**config.mk**
```make
export PLATFORM = sky130hd
export DESIGN_NAME = lcd_hd44780_ctrl
export DESIGN_NICKNAME = d
export VERILOG_FILES = /design/src/rtl/lcd_hd44780_ctrl.sv
export SDC_FILE = /design/constraint.sdc
export NUM_CORES = 1
export LEC_CHECK = 0
export ABC_AREA = 1
export CAP_MARGIN = 20
export CORE_MARGIN = 5
export CORE_UTILIZATION = 54
export CTS_CLUSTER_DIAMETER = 150
export DETAILED_ROUTE_END_ITERATION = 16
export GPL_TIMING_DRIVEN = 0
export PLACE_DENSITY = 0.77
export SLEW_MARGIN = 20
export SYNTH_ARGS = -nofsm -noshare
export SYNTH_HDL_FRONTEND = slang
export SYNTH_SLANG_ARGS = --single-unit
```
**constraint.sdc**
```tcl
create_clock -name CLOCK_50 -period 1.95 [get_ports CLOCK_50]
set_input_delay 0.195 -clock CLOCK_50 [delete_from_list [all_inputs] [get_ports CLOCK_50]]
set_output_delay 0.195 -clock CLOCK_50 [all_outputs]
set_load 0.05 [all_outputs]
```
**src/rtl/lcd_hd44780_ctrl.sv**
```systemverilog
// HD44780-compatible character LCD driver: runs power-up/init in 8- or 4-bit mode,
// then forwards command/character bytes from a valid/ready port with E strobe timing.
module lcd_hd44780_ctrl #(
  parameter int BUS_WIDTH      = 8,
  parameter int NUM_LINES      = 2,
  parameter int POWERUP_CYC    = 2_000_000,
  parameter int WAKE_WAIT_CYC  = 250_000,
  parameter int SETUP_CYC      = 4,
  parameter int E_HIGH_CYC     = 25,
  parameter int HOLD_CYC       = 4,
  parameter int CMD_WAIT_CYC   = 2_500,
  parameter int CLEAR_WAIT_CYC = 100_000
) (
  input  logic       CLOCK_50,
  input  logic       rst,
  input  logic       cmd_valid,
  output logic       cmd_ready,
  input  logic       cmd_rs,
  input  logic [7:0] cmd_data,
  output logic       init_done,
  output logic       lcd_rs,
  output logic       lcd_rw,
  output logic       lcd_e,
  output logic [7:0] lcd_data
);

  typedef enum logic [2:0] {
    S_POWERUP   = 3'd0,
    S_INIT      = 3'd1,
    S_INIT_WAIT = 3'd2,
    S_IDLE      = 3'd3,
    S_XFER      = 3'd4,
    S_WAIT      = 3'd5
  } state_e;

  typedef enum logic [1:0] {
    PH_SETUP = 2'd0,
    PH_HIGH  = 2'd1,
    PH_HOLD  = 2'd2
  } phase_e;

  typedef enum logic [1:0] {
    W_CMD  = 2'd0,
    W_CLR  = 2'd1,
    W_WAKE = 2'd2
  } wait_e;

  function automatic int at_least_one(input int v);
    return (v < 1) ? 1 : v;
  endfunction

  function automatic int max_of(input int a, input int b);
    return (a > b) ? a : b;
  endfunction

  localparam int PU_CYC  = at_least_one(POWERUP_CYC);
  localparam int WK_CYC  = at_least_one(WAKE_WAIT_CYC);
  localparam int ST_CYC  = at_least_one(SETUP_CYC);
  localparam int EH_CYC  = at_least_one(E_HIGH_CYC);
  localparam int HD_CYC  = at_least_one(HOLD_CYC);
  localparam int CMD_CYC = at_least_one(CMD_WAIT_CYC);
  localparam int CLR_CYC = at_least_one(CLEAR_WAIT_CYC);
  localparam int MAX_CYC = max_of(max_of(max_of(PU_CYC, WK_CYC), max_of(ST_CYC, EH_CYC)),
                                  max_of(max_of(HD_CYC, CMD_CYC), CLR_CYC));
  localparam int CNT_W   = $clog2(MAX_CYC + 1);

  localparam logic [CNT_W-1:0] LD_PU  = CNT_W'(PU_CYC - 1);
  localparam logic [CNT_W-1:0] LD_WK  = CNT_W'(WK_CYC - 1);
  localparam logic [CNT_W-1:0] LD_ST  = CNT_W'(ST_CYC - 1);
  localparam logic [CNT_W-1:0] LD_EH  = CNT_W'(EH_CYC - 1);
  localparam logic [CNT_W-1:0] LD_HD  = CNT_W'(HD_CYC - 1);
  localparam logic [CNT_W-1:0] LD_CMD = CNT_W'(CMD_CYC - 1);
  localparam logic [CNT_W-1:0] LD_CLR = CNT_W'(CLR_CYC - 1);
  localparam logic [CNT_W-1:0] CNT_ZERO = '0;
  localparam logic [CNT_W-1:0] CNT_ONE  = CNT_W'(1);

  localparam logic       IS_4BIT  = (BUS_WIDTH == 4) ? 1'b1 : 1'b0;
  localparam logic       DL_BIT   = (BUS_WIDTH == 8) ? 1'b1 : 1'b0;
  localparam logic       N_BIT    = (NUM_LINES == 2) ? 1'b1 : 1'b0;
  localparam logic [7:0] FUNC_SET = {3'b001, DL_BIT, N_BIT, 3'b000};
  localparam logic [2:0] LAST_IDX = IS_4BIT ? 3'd7 : 3'd6;

  generate
    if (BUS_WIDTH != 8 && BUS_WIDTH != 4) begin : g_bad_bus_width
      $error("lcd_hd44780_ctrl: BUS_WIDTH must be 8 or 4");
    end
    if (NUM_LINES != 1 && NUM_LINES != 2) begin : g_bad_num_lines
      $error("lcd_hd44780_ctrl: NUM_LINES must be 1 or 2");
    end
  endgenerate

  function automatic logic [CNT_W-1:0] wait_load(input wait_e w);
    case (w)
      W_CLR:   return LD_CLR;
      W_WAKE:  return LD_WK;
      default: return LD_CMD;
    endcase
  endfunction

  // Init ROM entry = {byte, single_strobe, wait_sel}; slot 3 (nibble 0x2) exists only on a 4-bit bus.
  function automatic logic [10:0] rom_entry(input logic [2:0] idx);
    logic [2:0] slot;
    slot = (!IS_4BIT && idx >= 3'd3) ? idx + 3'd1 : idx;
    case (slot)
      3'd0:    return {8'h30, 1'b1, W_WAKE};
      3'd1:    return {8'h30, 1'b1, W_CMD};
      3'd2:    return {8'h30, 1'b1, W_CMD};
      3'd3:    return {8'h20, 1'b1, W_CMD};
      3'd4:    return {FUNC_SET, 1'b0, W_CMD};
      3'd5:    return {8'h0C, 1'b0, W_CMD};
      3'd6:    return {8'h01, 1'b0, W_CLR};
      3'd7:    return {8'h06, 1'b0, W_CMD};
      default: return {8'h06, 1'b0, W_CMD};
    endcase
  endfunction

  function automatic logic [7:0] pin_byte(input logic [7:0] b, input logic hi);
    if (!IS_4BIT) begin
      return b;
    end else if (hi) begin
      return {b[7:4], 4'h0};
    end else begin
      return {b[3:0], 4'h0};
    end
  endfunction

  state_e           state_r, state_nx;
  phase_e           phase_r, phase_nx;
  wait_e            wsel_r, wsel_nx;
  logic [CNT_W-1:0] cnt_r, cnt_nx;
  logic [2:0]       idx_r, idx_nx;
  logic             nib_hi_r, nib_hi_nx;
  logic [7:0]       byte_r, byte_nx;
  logic             rs_r, rs_nx;
  logic             single_r, single_nx;
  logic             init_done_r, init_done_nx;
  logic             cmd_ready_r, cmd_ready_nx;
  logic             lcd_rs_r, lcd_rs_nx;
  logic             lcd_e_r, lcd_e_nx;
  logic [7:0]       lcd_data_r, lcd_data_nx;
  logic             accept_s, cnt_last_s, strobe_nx_s, slow_cmd_s;
  logic [2:0]       rom_sel_s;
  logic [10:0]      rom_s;

  assign accept_s   = (state_r == S_IDLE) && cmd_valid && cmd_ready_r;
  assign cnt_last_s = (cnt_r == CNT_ZERO);
  assign slow_cmd_s = !cmd_rs && ((cmd_data == 8'h01) || (cmd_data[7:1] == 7'b0000001));
  assign rom_sel_s  = (state_r == S_POWERUP) ? 3'd0 : idx_r + 3'd1;
  assign rom_s      = rom_entry(rom_sel_s);

  // Next-state, sequencing counter and next values of the registered pin outputs.
  always_comb begin
    state_nx     = state_r;
    phase_nx     = phase_r;
    wsel_nx      = wsel_r;
    cnt_nx       = cnt_r;
    idx_nx       = idx_r;
    nib_hi_nx    = nib_hi_r;
    byte_nx      = byte_r;
    rs_nx        = rs_r;
    single_nx    = single_r;
    init_done_nx = init_done_r;

    case (state_r)
      S_POWERUP, S_INIT_WAIT: begin
        if (!cnt_last_s) begin
          cnt_nx = cnt_r - CNT_ONE;
        end else if (state_r == S_INIT_WAIT && idx_r == LAST_IDX) begin
          state_nx     = S_IDLE;
          init_done_nx = 1'b1;
        end else begin
          state_nx  = S_INIT;
          phase_nx  = PH_SETUP;
          cnt_nx    = LD_ST;
          nib_hi_nx = 1'b1;
          idx_nx    = rom_sel_s;
          byte_nx   = rom_s[10:3];
          single_nx = rom_s[2];
          wsel_nx   = wait_e'(rom_s[1:0]);
          rs_nx     = 1'b0;
        end
      end
      S_INIT, S_XFER: begin
        if (!cnt_last_s) begin
          cnt_nx = cnt_r - CNT_ONE;
        end else begin
          case (phase_r)
            PH_SETUP: begin
              phase_nx = PH_HIGH;
              cnt_nx   = LD_EH;
            end
            PH_HIGH: begin
              phase_nx = PH_HOLD;
              cnt_nx   = LD_HD;
            end
            PH_HOLD: begin
              // Low nibble follows the high nibble directly, without a wait in between.
              if (IS_4BIT && nib_hi_r && !single_r) begin
                nib_hi_nx = 1'b0;
                phase_nx  = PH_SETUP;
                cnt_nx    = LD_ST;
              end else begin
                state_nx = (state_r == S_INIT) ? S_INIT_WAIT : S_WAIT;
                cnt_nx   = wait_load(wsel_r);
              end
            end
            default: begin
              phase_nx = PH_SETUP;
              cnt_nx   = LD_ST;
            end
          endcase
        end
      end
      S_IDLE: begin
        if (accept_s) begin
          state_nx  = S_XFER;
          phase_nx  = PH_SETUP;
          cnt_nx    = LD_ST;
          nib_hi_nx = 1'b1;
          byte_nx   = cmd_data;
          rs_nx     = cmd_rs;
          single_nx = 1'b0;
          wsel_nx   = slow_cmd_s ? W_CLR : W_CMD;
        end else begin
          state_nx = S_IDLE;
        end
      end
      S_WAIT: begin
        if (cnt_last_s) begin
          state_nx = S_IDLE;
        end else begin
          cnt_nx = cnt_r - CNT_ONE;
        end
      end
      default: begin
        state_nx = S_POWERUP;
        cnt_nx   = LD_PU;
      end
    endcase

    strobe_nx_s  = (state_nx == S_INIT) || (state_nx == S_XFER);
    lcd_e_nx     = strobe_nx_s && (phase_nx == PH_HIGH);
    lcd_data_nx  = strobe_nx_s ? pin_byte(byte_nx, nib_hi_nx) : lcd_data_r;
    lcd_rs_nx    = strobe_nx_s ? rs_nx : lcd_rs_r;
    // Ready lags entry into IDLE by one cycle and drops on the accepting edge.
    cmd_ready_nx = (state_r == S_IDLE) && !accept_s;
  end

  // State, counter, latched transfer and registered output pins.
  always_ff @(posedge CLOCK_50) begin
    if (rst) begin
      state_r     <= S_POWERUP;
      phase_r     <= PH_SETUP;
      wsel_r      <= W_CMD;
      cnt_r       <= LD_PU;
      idx_r       <= 3'd0;
      nib_hi_r    <= 1'b1;
      byte_r      <= 8'h00;
      rs_r        <= 1'b0;
      single_r    <= 1'b0;
      init_done_r <= 1'b0;
      cmd_ready_r <= 1'b0;
      lcd_rs_r    <= 1'b0;
      lcd_e_r     <= 1'b0;
      lcd_data_r  <= 8'h00;
    end else begin
      state_r     <= state_nx;
      phase_r     <= phase_nx;
      wsel_r      <= wsel_nx;
      cnt_r       <= cnt_nx;
      idx_r       <= idx_nx;
      nib_hi_r    <= nib_hi_nx;
      byte_r      <= byte_nx;
      rs_r        <= rs_nx;
      single_r    <= single_nx;
      init_done_r <= init_done_nx;
      cmd_ready_r <= cmd_ready_nx;
      lcd_rs_r    <= lcd_rs_nx;
      lcd_e_r     <= lcd_e_nx;
      lcd_data_r  <= lcd_data_nx;
    end
  end

  assign cmd_ready = cmd_ready_r;
  assign init_done = init_done_r;
  assign lcd_rs    = lcd_rs_r;
  assign lcd_rw    = 1'b0;
  assign lcd_e     = lcd_e_r;
  assign lcd_data  = lcd_data_r;

endmodule

```
==> run_results.csv <==
group,metric,value,unit
synthesis,synth-seq-cells,52,
grt,grt_antenna_before_repair,0,
synthesis,synth_seq_area_share,0.299,
synthesis,synth.yosys.warnings,0,
synthesis,synth.area.top_cells,"dfxtp_1, nand2_1, inv_1",
sta,finalMaxSlewViolations,0,
sta,max_clock_freq,0.483,GHz
grt,first_global_vias,3640,
synthesis,combinational_family_with_the_most_area_after_synthesis,"simple AND/OR/NAND/NOR gates",
synthesis,post-synth-top-area-cell,"dfxtp_1",
pwr,p_seq_frac,0.530,
sta,finalWorstPathRequiredPeriod,2.07,ns
setup_path,path_common_cell,"inv_2",
cts,htreeDepth,2,
routing,ant_nets,0,
routing,drt_first_pass_iters,5,
sta,final_tns_setup,-0.936,ns
pwr,power.switching,483,µW
routing,drc,0,
die,initial_utilization,0.551,
placed_design,gpl.final_weighted_congestion,0.938,
routing,wl_met2,5700,µm
synthesis,synthDistinctLibCells,33,
cts,worst_skew_pair.late_latency,0.32,ns
finish,layout.nets,630,
cts,tritoncts,"yes",
pwr,static-leakage-power,0.00223,µW
sta,fraction_of_the_cycle_the_final_worst_path_needs,1.06,
sta,grt_setup_unrepaired,"yes",
grt,grt_first_pass_wirelength,16600,µm
routing,topRoutingLayerUsed,"met4",
setup_path,worst_setup_path_end_kind,"flop",
sta,max_slew_margin,0.565,
die,top_level_ports,25,
synthesis,mappedNetlistNets,560,
cts,cts_buffer_depth,2,
outcome,run_status,"finished, violations left",
routing,routed_wirelength,11200,µm
synthesis,synth-compound-area-share,0.127,
sta,setup_viol,22,
grt,grt_use_total,0.243,
finish,layout-area-overhead-vs-synth,38.6,%
cts,postCtsHoldBufs,0,
die,die_x,90.2,µm
flow_run,cap_violations,0,
synthesis,post_synth_mux_area_share,0,
sta,clock-skew-final,0.0103,ns
routing,first_iter_violations,346,
placed_design,placement.io_buffers,22,
die,die_area,0.00814,mm²
placed_design,dp_cells,636,
finish,fraction_of_final_layout_cells_with_drive_strength_greater_than_1,0.329,
finish,count_of_antenna_diodes_in_the_layout,0,
cts,clk_root_buffer_cell,"clkbuf_8",
grt,maximum_number_of_pins_on_one_net_before_global_route_repair,17,
grt,grt_overflow_total,0,
die,placementRows,29,
min_path,hold_path.class,"input pin to flop",
synthesis,synthesis.area_per_instance,6.48,µm²
setup_path,critPathKind,"flop to flop",
synthesis,count_leader_synth,"nand2_1",
placed_design,dp.final_hpwl,6770,µm
routing,m1WireLength,4300,µm
setup_path,crit_required,2.18,ns
routing,total_vias_in_the_final_route,3863,
placed_design,placement.setup.worst_slack,-0.306,ns
synthesis,synthesis.instances,537,
sta,hold_viol,0,
synthesis,synth_flop_cell,"dfxtp_1",
synthesis,synth_async_sr_flop_share,0,
outcome,failed_checks,"negative setup slack",
routing,dr_wl_met3,642,µm
finish,finish.cell_count_without_fillers,685,
routing,post_drt_via_cell_ratio,5.64,
synthesis,synth-edff-count,0,
pwr,power_density,418,mW/mm²
setup_path,worstSetupStartpointType,"flop",
pwr,power_switching_share,0.240,
synthesis,share_of_synthesized_cell_area_in_full_adder_half_adder_and_majority_cells,0.0396,
cts,number_of_buffers_added_by_the_clock_tree_synthesis_step,5,
synthesis,combined_area_of_all_synthesized_cells,0.00348,mm²
sta,setup_ws,-0.118,ns
synthesis,synthTopCellsByCount,"nand2_1, inv_1, nor2_1",
finish,final_core_utilization,0.763,
setup_path,arrival,2.30,ns
die,die_h,90.2,µm
setup_path,timing.critical_path.fanout_max,4,
cts,worst_setup_hold_path_clk_slew,0.10,ns
sta,worst_slew_pin_slew,0.652,ns
pwr,power.ir.vdd_worst,0.000331,V
setup_path,critPathMaxStageDelay,0.35,ns
cts,clock-sinks,52,
synthesis,yosysTopAreaCellShare,0.299,
setup_path,crit_path_cell_trace,"inv_2 > ha_4 > inv_2 > nand2_2 > inv_2 > ha_4 > inv_4 > ha_4 > inv_2 > nand2_2 > nand2_4 > nor2_4 > inv_1 > nand2_1 > nand2_1 > nand2_1 > nand3_2 > nor2_4 > nor2_2",
routing,wire_per_inst,16.4,µm
die,core_area,0.00631,mm²
pwr,share_of_power_burned_in_combinational_logic,0.056,
pwr,internal_power,1530,µW
synthesis,synth_xor_xnor_area_share,0.0453,
setup_path,crit_slowest_cell,"dfxtp_2",
synthesis,yosys.area_share.simple,0.393,
pwr,power.clock.fraction,0.414,
==> cells by family (layout without fill, tap and decap cells) <==
logic type	Yosys count	after routing
other	1	1
xor gates and xnor gates	18	18
buffers and inverters	79	150
and+or+nand+nor	297	297
AOI/OAI and AO/OA	79	79
adders and majority gates	11	11
DFF	52	52
==> flip-flops by register name, indices dropped and copies added, names as in the netlist <==
name / count
byte_r: 8
lcd_e: 1
idx_r: 3
init_done: 1
cmd_ready: 1
cnt_r: 21
state_r: 3
wsel_r: 2
lcd_rs: 1
phase_r: 2
rs_r: 1
lcd_data: 8
==> power groups by stage <==
stage / logic (µW) / clock network (µW) / registers [µW]
after detailed placement: 86.5 / 0 / 1100
after CTS: 90.9 / 826 / 1070
after global routing: 120 / 871 / 1070
after global placement: 84.6 / 0 / 1100
final: 113 / 832 / 1070
after floorplan: 48.0 / 0 / 1090
==> final cells by class <==
class | count | area [µm²]
multi-input combinational | 406 | 2520
buffer | 12 | 108
clock inverter | 2 | 38.8
inverter | 67 | 269
timing repair buffer | 62 | 616
tap | 77 | 96.3
timing repair inverter | 1 | 8.76
sequential | 52 | 1080
fill | 453 | 1500
clock buffer | 6 | 82.6
==> worst paths after layout <==
| path | from | end | slack, ns | cells after the start |
|---|---|---|---|---|
| worst min register to register | wsel_r[1] | wsel_r[1] | 0.50 | 2 |
| worst max register to register | idx_r[0] | lcd_data[4] | -0.12 | 19 |
| worst min-delay path | rst | cnt_r[18] | 0.37 | 3 |
| worst max-delay path | idx_r[0] | lcd_data[4] | -0.12 | 19 |
==> stage by stage <==
stage,hold slack (ns),instance area [µm²],total power (µW)
2_1_floorplan,0.386,3500,1140
3_3_place_gp,0.459,3820,1180
3_5_place_dp,0.461,3820,1180
4_1_cts,0.369,4250,1990
5_1_grt,0.414,4820,2060
6_report,0.373,4820,2010
==> worst max-delay path: cells and delay by family (launching register included) <==
family	cells	cell delay, ns
buffers and inverters	6	0.28
AND/OR/NAND/NOR	10	0.76
flip-flops	1	0.35
adder cells (fa/ha/maj)	3	0.57
==> placed cells by master (no fill, tap or decap), types with 9 or more instances in the layout <==
cell             instances
o21ai_0                 26
inv_1                   51
nor2_2                  20
o211ai_1                13
dfxtp_1                 35
buf_4                   29
nand3_1                 16
nand2_4                 14
nor2_1                  40
dfxtp_2                 11
buf_6                    9
a21oi_1                 21
nand2_1                137
nand2_2                 30
nor2_4                  20
inv_2                   10
clkdlybuf4s50_1         22
xor2_1                  15
==> what timing repair did <==
item	CTS	global route
setup buffers	17	20
gates cloned	0	4
pin swaps	14	30
gates resized for setup	49	109
endpoints found under the setup margin	42	46
==> metal layers <==
layer | vias up | GRT usage
met4 | 0 | 0.105
met3 | 56 | 0.0392
met1 | 1768 | 0.290
li1 | 1840 | -
met5 | - | 0
met2 | 199 | 0.426
No activity file was read; power rests on OpenSTA's default activity.
